### src/rtl/alu_pkg.sv
// ---------------------------------------------------------------------------
// alu_pkg
// Shared definitions for the ALU issue/write-back slice: op codes,
// instruction field positions, tag type and op classification helpers.
// ---------------------------------------------------------------------------
package alu_pkg;

  // Default ALU latency (edges from operand sampling to O updating).
  localparam int ALU_LAT_DEFAULT = 2;
  // Default datapath width; must match the downstream ALU.
  localparam int DW_DEFAULT      = 8;

  // Instruction layout (20 bits).
  localparam int IW       = 20;
  localparam int OP_MSB   = 19;
  localparam int OP_LSB   = 16;
  localparam int RD_MSB   = 15;
  localparam int RD_LSB   = 14;
  localparam int RA_MSB   = 13;
  localparam int RA_LSB   = 12;
  localparam int RB_MSB   = 11;
  localparam int RB_LSB   = 10;
  localparam int ISEL_BIT = 8;
  localparam int IMM_MSB  = 7;
  localparam int IMM_LSB  = 0;

  typedef logic [3:0] op_t;
  typedef logic [1:0] reg_idx_t;

  localparam op_t OP_ADD  = 4'b0000;
  localparam op_t OP_SUB  = 4'b0001;
  localparam op_t OP_AND  = 4'b1000;
  localparam op_t OP_OR   = 4'b1001;
  localparam op_t OP_XOR  = 4'b1010;
  localparam op_t OP_NOT  = 4'b1011;
  localparam op_t OP_SHR  = 4'b1100;
  localparam op_t OP_ROTR = 4'b1110;
  localparam op_t OP_ROTL = 4'b1111;

  // One in-flight operation: destination register plus a valid flag.
  typedef struct packed {
    logic     valid;
    reg_idx_t rd;
  } tag_t;

  function automatic logic is_legal_op(input op_t op);
    case (op)
      OP_ADD, OP_SUB, OP_AND, OP_OR, OP_XOR,
      OP_NOT, OP_SHR, OP_ROTR, OP_ROTL: return 1'b1;
      default:                          return 1'b0;
    endcase
  endfunction

  function automatic logic is_unary_op(input op_t op);
    case (op)
      OP_NOT, OP_SHR, OP_ROTR, OP_ROTL: return 1'b1;
      default:                          return 1'b0;
    endcase
  endfunction

endpackage

### src/rtl/alu_tag_pipe.sv
// ---------------------------------------------------------------------------
// alu_tag_pipe
// Shift register of {valid, rd} tags, depth ALU_LAT+1, tracking operations
// in flight through the ALU. Stage ALU_LAT is the one being written back.
//
// Ports:
//   ck, rst      clock, asynchronous active-high clear
//   push         enter a valid tag into stage 0 this edge
//   push_rd      destination register of the pushed tag
//   pending      per-register "result still in flight" (r0 never pending)
//   last         tag in the final stage (write-back stage)
//   busy         any stage valid
//
// EXCLUDE_LAST removes the final stage from pending; used when the issue
// stage forwards O directly (ALU_BYPASS_EN build).
// ---------------------------------------------------------------------------
module alu_tag_pipe
  import alu_pkg::*;
#(
  parameter int ALU_LAT      = ALU_LAT_DEFAULT,
  parameter bit EXCLUDE_LAST = 1'b0
) (
  input  logic     ck,
  input  logic     rst,
  input  logic     push,
  input  reg_idx_t push_rd,
  output logic [3:0] pending,
  output tag_t     last,
  output logic     busy
);

  tag_t stage [ALU_LAT+1];

  // NOTE: sequential state uses non-blocking assignments so every stage
  // shifts from its pre-edge value regardless of statement order.
  always_ff @(posedge ck or posedge rst) begin
    if (rst) begin
      for (int i = 0; i <= ALU_LAT; i++) stage[i] <= '0;
    end else begin
      stage[0] <= tag_t'{valid: push, rd: push_rd};
      for (int i = 1; i <= ALU_LAT; i++) stage[i] <= stage[i-1];
    end
  end

  // NOTE: outputs get defaults before the loop so no path leaves them
  // unassigned, which would infer latches.
  always_comb begin
    pending = '0;
    busy    = 1'b0;
    for (int i = 0; i <= ALU_LAT; i++) begin
      if (stage[i].valid) begin
        busy = 1'b1;
        if (!(EXCLUDE_LAST && (i == ALU_LAT))) pending[stage[i].rd] = 1'b1;
      end
    end
    // r0 is hard-wired to zero, so a write to it never creates a dependency.
    pending[0] = 1'b0;
  end

  assign last = stage[ALU_LAT];

endmodule

### src/rtl/alu_issue.sv
// ---------------------------------------------------------------------------
// alu_issue
// Issue/write-back stage in front of the two-stage ALU. Accepts 20-bit
// instructions over valid/ready, reads a 4 x DW register file, drives
// registered A/B/CTR to the ALU and writes O back at fixed latency.
// Stalls on read-after-write hazards; illegal ops are consumed as NOPs.
//
// Ports:
//   ck, rst              clock, asynchronous active-high reset
//   in_valid / in_ready  instruction handshake (in_ready combinational)
//   instr[19:0]          op[19:16] rd[15:14] ra[13:12] rb[11:10]
//                        isel[8] imm[7:0]
//   A, B, CTR            registered ALU operands / op code
//   O                    ALU result
//   wb_valid/rd/data     one-cycle write-back report
//   busy                 any operation in flight
//
// Build option: define ALU_BYPASS_EN to forward O from the write-back
// stage to the operand muxes, shortening dependent spacing by one edge.
// ---------------------------------------------------------------------------
module alu_issue
  import alu_pkg::*;
#(
  parameter int ALU_LAT = ALU_LAT_DEFAULT,
  parameter int DW      = DW_DEFAULT
) (
  input  logic          ck,
  input  logic          rst,
  input  logic          in_valid,
  output logic          in_ready,
  input  logic [IW-1:0] instr,
  output logic [DW-1:0] A,
  output logic [DW-1:0] B,
  output logic [3:0]    CTR,
  input  logic [DW-1:0] O,
  output logic          wb_valid,
  output logic [1:0]    wb_rd,
  output logic [DW-1:0] wb_data,
  output logic          busy
);

`ifdef ALU_BYPASS_EN
  localparam bit BYPASS = 1'b1;
`else
  localparam bit BYPASS = 1'b0;
`endif

  // Field decode.
  op_t      op;
  reg_idx_t rd, ra, rb;
  logic     isel;
  logic [7:0] imm;
  logic     unused_instr_bit;

  assign op   = instr[OP_MSB:OP_LSB];
  assign rd   = instr[RD_MSB:RD_LSB];
  assign ra   = instr[RA_MSB:RA_LSB];
  assign rb   = instr[RB_MSB:RB_LSB];
  assign isel = instr[ISEL_BIT];
  assign imm  = instr[IMM_MSB:IMM_LSB];
  assign unused_instr_bit = instr[9];

  logic [DW-1:0] rf [4];

  logic [3:0] pending;
  tag_t       last;
  logic       legal, binary, hazard, accept, issue;
  logic [DW-1:0] a_val, b_reg, b_val;

  alu_tag_pipe #(
    .ALU_LAT      (ALU_LAT),
    .EXCLUDE_LAST (BYPASS)
  ) u_tags (
    .ck      (ck),
    .rst     (rst),
    .push    (issue),
    .push_rd (rd),
    .pending (pending),
    .last    (last),
    .busy    (busy)
  );

  always_comb begin
    legal  = is_legal_op(op);
    binary = legal && !is_unary_op(op);
    // Only binary register-register ops actually read rb; immediates and
    // unary ops never wait on it.
    hazard = pending[ra] || (binary && !isel && pending[rb]);
    in_ready = !rst && !hazard;
    accept = in_valid && in_ready;
    issue  = accept && legal;

    a_val = (ra == 2'd0) ? '0 : rf[ra];
    b_reg = (rb == 2'd0) ? '0 : rf[rb];
    // With forwarding the write-back stage is not pending, so a source
    // naming it must take O directly (the RF still holds the old value).
    if (BYPASS && last.valid && (last.rd != 2'd0)) begin
      if (last.rd == ra) a_val = O;
      if (last.rd == rb) b_reg = O;
    end
    b_val = isel ? DW'(imm) : b_reg;
  end

  // NOTE: the register file is only four words and must read as zero out of
  // reset, so it is cleared in the async-reset branch like ordinary flops
  // rather than being left uninitialised as a RAM would be.
  always_ff @(posedge ck or posedge rst) begin
    if (rst) begin
      A        <= '0;
      B        <= '0;
      CTR      <= 4'b0000;
      wb_valid <= 1'b0;
      wb_rd    <= '0;
      wb_data  <= '0;
      for (int i = 0; i < 4; i++) rf[i] <= '0;
    end else begin
      wb_valid <= last.valid;
      if (last.valid) begin
        wb_rd   <= last.rd;
        wb_data <= O;
        if (last.rd != 2'd0) rf[last.rd] <= O;
      end
      // Illegal ops are consumed without touching A/B/CTR or creating a tag.
      if (issue) begin
        A   <= a_val;
        B   <= b_val;
        CTR <= op;
      end
    end
  end

endmodule
### config.mk
export PLATFORM = sky130hd
export DESIGN_NAME = alu_issue
export DESIGN_NICKNAME = d
export VERILOG_FILES = /design/src/rtl/alu_pkg.sv /design/src/rtl/alu_tag_pipe.sv /design/src/rtl/alu_issue.sv
export SDC_FILE = /design/constraint.sdc
export NUM_CORES = 1
export LEC_CHECK = 0
export ABC_CLOCK_PERIOD_IN_PS = 5800
export CAP_MARGIN = 40
export CORE_UTILIZATION = 54
export CTS_CLUSTER_DIAMETER = 120
export DETAILED_ROUTE_END_ITERATION = 10
export MAX_ROUTING_LAYER = met4
export PLACE_DENSITY = 0.86
export SLEW_MARGIN = 10
export SYNTH_ARGS = -nofsm -noshare
export SYNTH_HDL_FRONTEND = slang
export SYNTH_SLANG_ARGS = --single-unit
export TNS_END_PERCENT = 50
### constraint.sdc
create_clock -name ck -period 5.8 [get_ports ck]
set_clock_uncertainty 0.15 [all_clocks]
set_input_delay 1.74 -clock ck [delete_from_list [all_inputs] [get_ports ck]]
set_output_delay 1.74 -clock ck [all_outputs]
set_load 0.005 [all_outputs]
==> results.json, run 1 <==
{
  "final_common_cell": "dfrtp_1",
  "fin_crit_sh": 0.934,
  "drv_slew": 0,
  "post_cts_buffers": 0,
  "numPlacedInstances": 344,
  "ys_warn_count": 0,
  "cts_tree": "yes",
  "arrival_ns": 3.53,
  "synth-async-reset-ratio": 1.00,
  "synthCells": 214,
  "die_h_um": 76.4,
  "worst_setup_path_start_kind": "input port",
  "required_ns": 3.91,
  "cp-end-kind": "primary output",
  "yosysSeqAreaShare": 0.535,
  "synth_seq_cells": 64,
  "first_iter_violations": 110,
  "synth_top_family_by_area": "multiplexers",
  "outcome": "completed",
  "n_antenna_cell": 0,
  "place.gp.congestion": 0.791,
  "antenna_found_initial": 0,
  "synthTopCellsByArea": "dfrtp_1, mux2_2, mux2_4, a22o_1, nand2_1",
  "synth.net_count": 245,
  "worstHoldStart": "u_tags.stage[7]",
  "insertion_delay_ns": 0.34,
  "hold_viol_final": 0,
  "ys.flop_type": "dfrtp_1",
  "grt_pass1_vias": 2092,
  "grt_pass1_wl_um": 10400,
  "cts_resized": 0,
  "layout.nets": 316,
  "overflow": 0,
  "initial_utilization": 0.575,
  "synth_top_area_frac": 0.535,
  "clk_pin_slew_worst_paths_ns": 0.07,
  "ant_nets": 0,
  "instances_no_fill": 360,
  "grt_max_degree": 35,
  "timing.rr.start": "u_tags.last[2]",
  "cts_hold_buf": 0,
  "total_leakage_power_nw": 1.67,
  "wirelength_um": 6140,
  "tightest_slew_ns": 0.712,
  "irDropWorstVdd_mv": 0.232,
  "cts_buffers": 9,
  "die_w_um": 76.4,
  "synthMuxAreaShare": 0.291,
  "dieArea_mm2": 0.00584,
  "portBuffers": 62,
  "syn_avg_cell_area_um2": 14.0,
  "cap_viol_max_count": 0,
  "synth_fa_ha_area_frac": 0,
  "hpwl_um": 4300,
  "worstSetupPathType": "in2out",
  "grt_setup_unrepaired": "false",
  "synth_simple_gate_area_frac": 0.0732,
  "io_pins": 64,
  "drive_gt1_frac": 0.359,
  "fmax_mhz": 185,
  "track_usage": 0.245,
  "clk_path_buf_depth": 2,
  "p_per_area_mw_per_mm2": 349,
  "synth_edf_count": 0,
  "mostFrequentLayoutCells": "dfrtp_1, clkdlybuf4s50_1, mux2_2, mux2_4, nand2_1",
  "via_per_inst": 5.51,
  "timing.setup.tns_ns": 0,
  "cts_root_buffer": "clkbuf_8",
  "vias": 1985,
  "synthToLayoutAreaGrowth_pct": 29.5,
  "syn-cell-area_mm2": 0.00299,
  "maxSlewHeadroom": 0.525,
  "synth_compound_area_frac": 0.0770,
  "crit_path_start": "instr[16]",
  "hp-class": "reg2reg",
  "core_area_mm2": 0.00520,
  "wl_per_cell_um": 17.1,
  "period_needed_ns": 5.42,
  "clock_sinks": 64,
  "synth-xor-area-share": 0,
  "drc": 0,
  "htreeDepth": 3,
  "cp_max_fo": 3,
  "finalSetupViolations": 0,
  "reg2reg_slack_ns": 3.03,
  "ys_types": 31,
  "synth_area_leader_cell": "dfrtp_1",
  "placementRows": 26,
  "first_pass_iters": 4
}
==> logic make-up after synthesis <==
group           count (synthesis)
mux                            71
flops                          64
simple gates                   35
compound gates                 30
buf+inv                        14
==> worst paths after layout <==
check / cells after the start / end
max: 7 / in_ready
min: 0 / u_tags.stage[4]
max reg2reg: 7 / A[7]
min reg2reg: 0 / u_tags.stage[4]
max in group asynchronous: 3 / rf[11]
min in group asynchronous: 2 / wb_valid
==> worst max-delay path: stages <==
cell and delay, ns:
clkdlybuf4s50_1 0.51, mux2_2 0.35, nand2_1 0.06, nand3_1 0.10
nor3_4 0.23, nor2_1 0.07, clkdlybuf4s50_1 0.46
==> power breakdown <==
group          total [mW]  switching, mW  internal (mW)
Combinational       0.389          0.113          0.276
Clock               0.329          0.165          0.164
Sequential          0.634         0.0765          0.557
==> cells in the mapped netlist (2+ instances only) <==
master,n
mux2_4,19
inv_1,3
nand2_1,16
nor3_4,2
buf_6,2
buf_2,2
clkbuf_1,4
a22o_1,8
a22oi_1,7
nor2_1,5
dfrtp_1,64
mux2_2,52
buf_1,3
nand3_1,3
o21ai_0,8
==> flip-flops by register name (all words and copies together) (netlist names) <==
register / count
u_tags.last: 3
rf: 24
wb_valid: 1
wb_data: 8
u_tags.stage: 6
B: 8
wb_rd: 2
CTR: 4
A: 8
==> final cells by class <==
type	count	area, µm²
Sequential cell	64	1600
Clock buffer	12	145
Inverter	3	11.3
Fill cell	374	1330
Clock inverter	4	20.0
Tap cell	70	87.6
Multi-Input combinational cell	136	1320
Timing Repair Buffer	71	688
==> through the flow <==
| step | cell area (µm²) | hold slack (ns) | power [mW] | setup WS (ns) | utilization |
|---|---|---|---|---|---|
| final | 3870 | 0.287 | 1.35 | 0.384 | 0.744 |
| after detailed placement | 3710 | 0.278 | 1.03 | 0.370 | 0.713 |
| after CTS | 3870 | 0.281 | 1.36 | 0.371 | 0.744 |
| after floorplan | 2990 | 0.199 | 0.830 | 1.26 | - |
| after global placement | 3710 | 0.252 | 1.01 | 0.399 | 0.713 |
| after global routing | 3870 | 0.293 | 1.42 | 0.281 | 0.744 |
==> metal layers <==
layer | vias to the layer above | GRT usage | routed length (µm)
met4 | 0 | 0.131 | 170
li1 | 925 | - | -
met2 | 70 | 0.348 | 2830
met5 | - | - | 0
met3 | 14 | 0.0563 | 330
met1 | 976 | 0.328 | 2810
(Power assumes the default switching activity.)
==> run 2: changes to the inputs <==
- CORE_ASPECT_RATIO: unset -> 1.75
- RECOVER_POWER: unset -> 25
==> results.json, run 2 (synthesized netlist as in run 1, its figures left out) <==
{
  "clock_sinks": 64,
  "fmax_mhz": 185,
  "largest_register_ffs": 24,
  "hp-class": "reg2reg",
  "grt_pass1_vias": 2062,
  "placementRows": 35,
  "cp_max_fo": 3,
  "final_common_cell": "dfrtp_1",
  "mostFrequentLayoutCells": "dfrtp_1, clkdlybuf4s50_1, mux2_2, mux2_4, nand2_1",
  "hpwl_um": 4420,
  "clk_pin_slew_worst_paths_ns": 0.07,
  "cts_root_buffer": "clkbuf_8",
  "worst_setup_path_start_kind": "input port",
  "via_per_inst": 5.35,
  "cts_tree": "yes",
  "cp-end-kind": "primary output",
  "grt_max_degree": 45,
  "ant_nets": 0,
  "place.gp.congestion": 0.792,
  "insertion_delay_ns": 0.33,
  "portBuffers": 62,
  "cts_buffers": 9,
  "worstHoldStart": "u_tags.stage[7]",
  "overflow": 0,
  "worst_slack_ns": 0.405,
  "wirelength_um": 5950,
  "finalSetupViolations": 0,
  "dieArea_mm2": 0.00585,
  "total_leakage_power_nw": 1.70,
  "fin_crit_sh": 0.930,
  "wl_per_cell_um": 16.4,
  "wl_met3_um": 202,
  "reg2reg_slack_ns": 3.11,
  "hold_viol_final": 0,
  "core_area_mm2": 0.00530,
  "rr_endpoint": "B[6]",
  "irDropWorstVdd_mv": 0.242,
  "cap_viol_max_count": 0,
  "antenna_found_initial": 0,
  "largest-register": "rf",
  "grt_pass1_wl_um": 10100,
  "period_needed_ns": 5.39,
  "first_iter_violations": 43,
  "wl_met2_um": 3220,
  "track_usage": 0.241,
  "clk_path_buf_depth": 2,
  "required_ns": 3.91,
  "post_cts_buffers": 0,
  "highest_layer": "met4",
  "crit_path_start": "instr[16]",
  "die_w_um": 58.3,
  "synthToLayoutAreaGrowth_pct": 32.3,
  "layout.nets": 316,
  "ff2ff_path_depth": 7,
  "drive_gt1_frac": 0.362,
  "maxSlewHeadroom": 0.478,
  "die_h_um": 100,
  "n_antenna_cell": 0,
  "pre_cts_ws_ns": 0.395,
  "htreeDepth": 3,
  "tightest_slew_ns": 0.783,
  "cts_resized": 0,
  "outcome": "completed",
  "drv_slew": 0,
  "cts_hold_buf": 0,
  "timing.rr.start": "u_tags.last[2]",
  "initial_utilization": 0.565,
  "io_pins": 64,
  "p_per_area_mw_per_mm2": 375,
  "first_pass_iters": 4,
  "timing.setup.tns_ns": 0,
  "cp-endpoint": "in_ready",
  "drt-met1-wl_um": 2420,
  "grt_setup_unrepaired": "false",
  "arrival_ns": 3.50,
  "finalPower_mw": 1.48,
  "worstSetupPathType": "in2out",
  "vias": 1949,
  "fillers": 360,
  "drc": 0
}
==> run 2: cell count changes in the layout (fill, tap and decap cells not counted), sizes merged <==
cell           before  now
clkdlybuf4s50      62   55
dlygate4sd3         0    7
bufinv              0    3
clkbuf             12    9
clkinv              4    3
clkinvlp            0    1
==> run 2: through the flow <==
stage / utilization / instance area, µm² / hold slack [ns] / instances
4_1_cts: 0.747 / 3960 / 0.286 / 364
5_1_grt: 0.747 / 3960 / 0.314 / 364
3_3_place_gp: 0.701 / 3710 / 0.256 / 348
3_5_place_dp: 0.701 / 3710 / 0.268 / 348
6_report: 0.747 / 3960 / 0.284 / 364
2_1_floorplan: - / 2990 / 0.199 / 214
==> run 2: layout make-up <==
type                       count  area, µm²  area share
tap                           74       92.6      0.0234
sequential                    64       1600       0.405
clock inverter                 7        120      0.0304
multi-input combinational    136       1320       0.334
timing repair buffer          71        688       0.174
inverter                       3       11.3     0.00285
clock buffer                   9        124      0.0313
==> run 2: report_power, final <==
part | switching (mW) | internal [mW] | total (mW)
logic | 0.110 | 0.275 | 0.385
registers | 0.0788 | 0.557 | 0.636
clock network | 0.176 | 0.286 | 0.462
==> run 2: critical path: stages <==
cell,delay [ns]
clkdlybuf4s50_1,0.51
mux2_2,0.34
nand2_1,0.06
nand3_1,0.10
nor3_4,0.23
nor2_1,0.07
clkdlybuf4s50_1,0.45
==> run 2: layer usage <==
layer,track usage,vias to the layer above
li1,-,926
met1,0.283,964
met2,0.398,49
met3,0.0424,10
met4,0.112,0
met5,-,-
==> run 2: how the worst min path moves through the flow <==
| stage | depth (start not counted) | to |
|---|---|---|
| final | 0 | u_tags.stage[4] |
| after CTS | 0 | u_tags.stage[4] |
| after global routing | 0 | u_tags.stage[4] |
| after global placement | 0 | u_tags.stage[4] |
| after detailed placement | 0 | u_tags.stage[4] |
| after floorplan | 0 | wb_valid |
==> run 3: changes to the inputs <==
- CORE_MARGIN: unset -> 1
==> results of run 3 <==
Same layout as run 2: the final DEF is identical, and so are final timing and power.
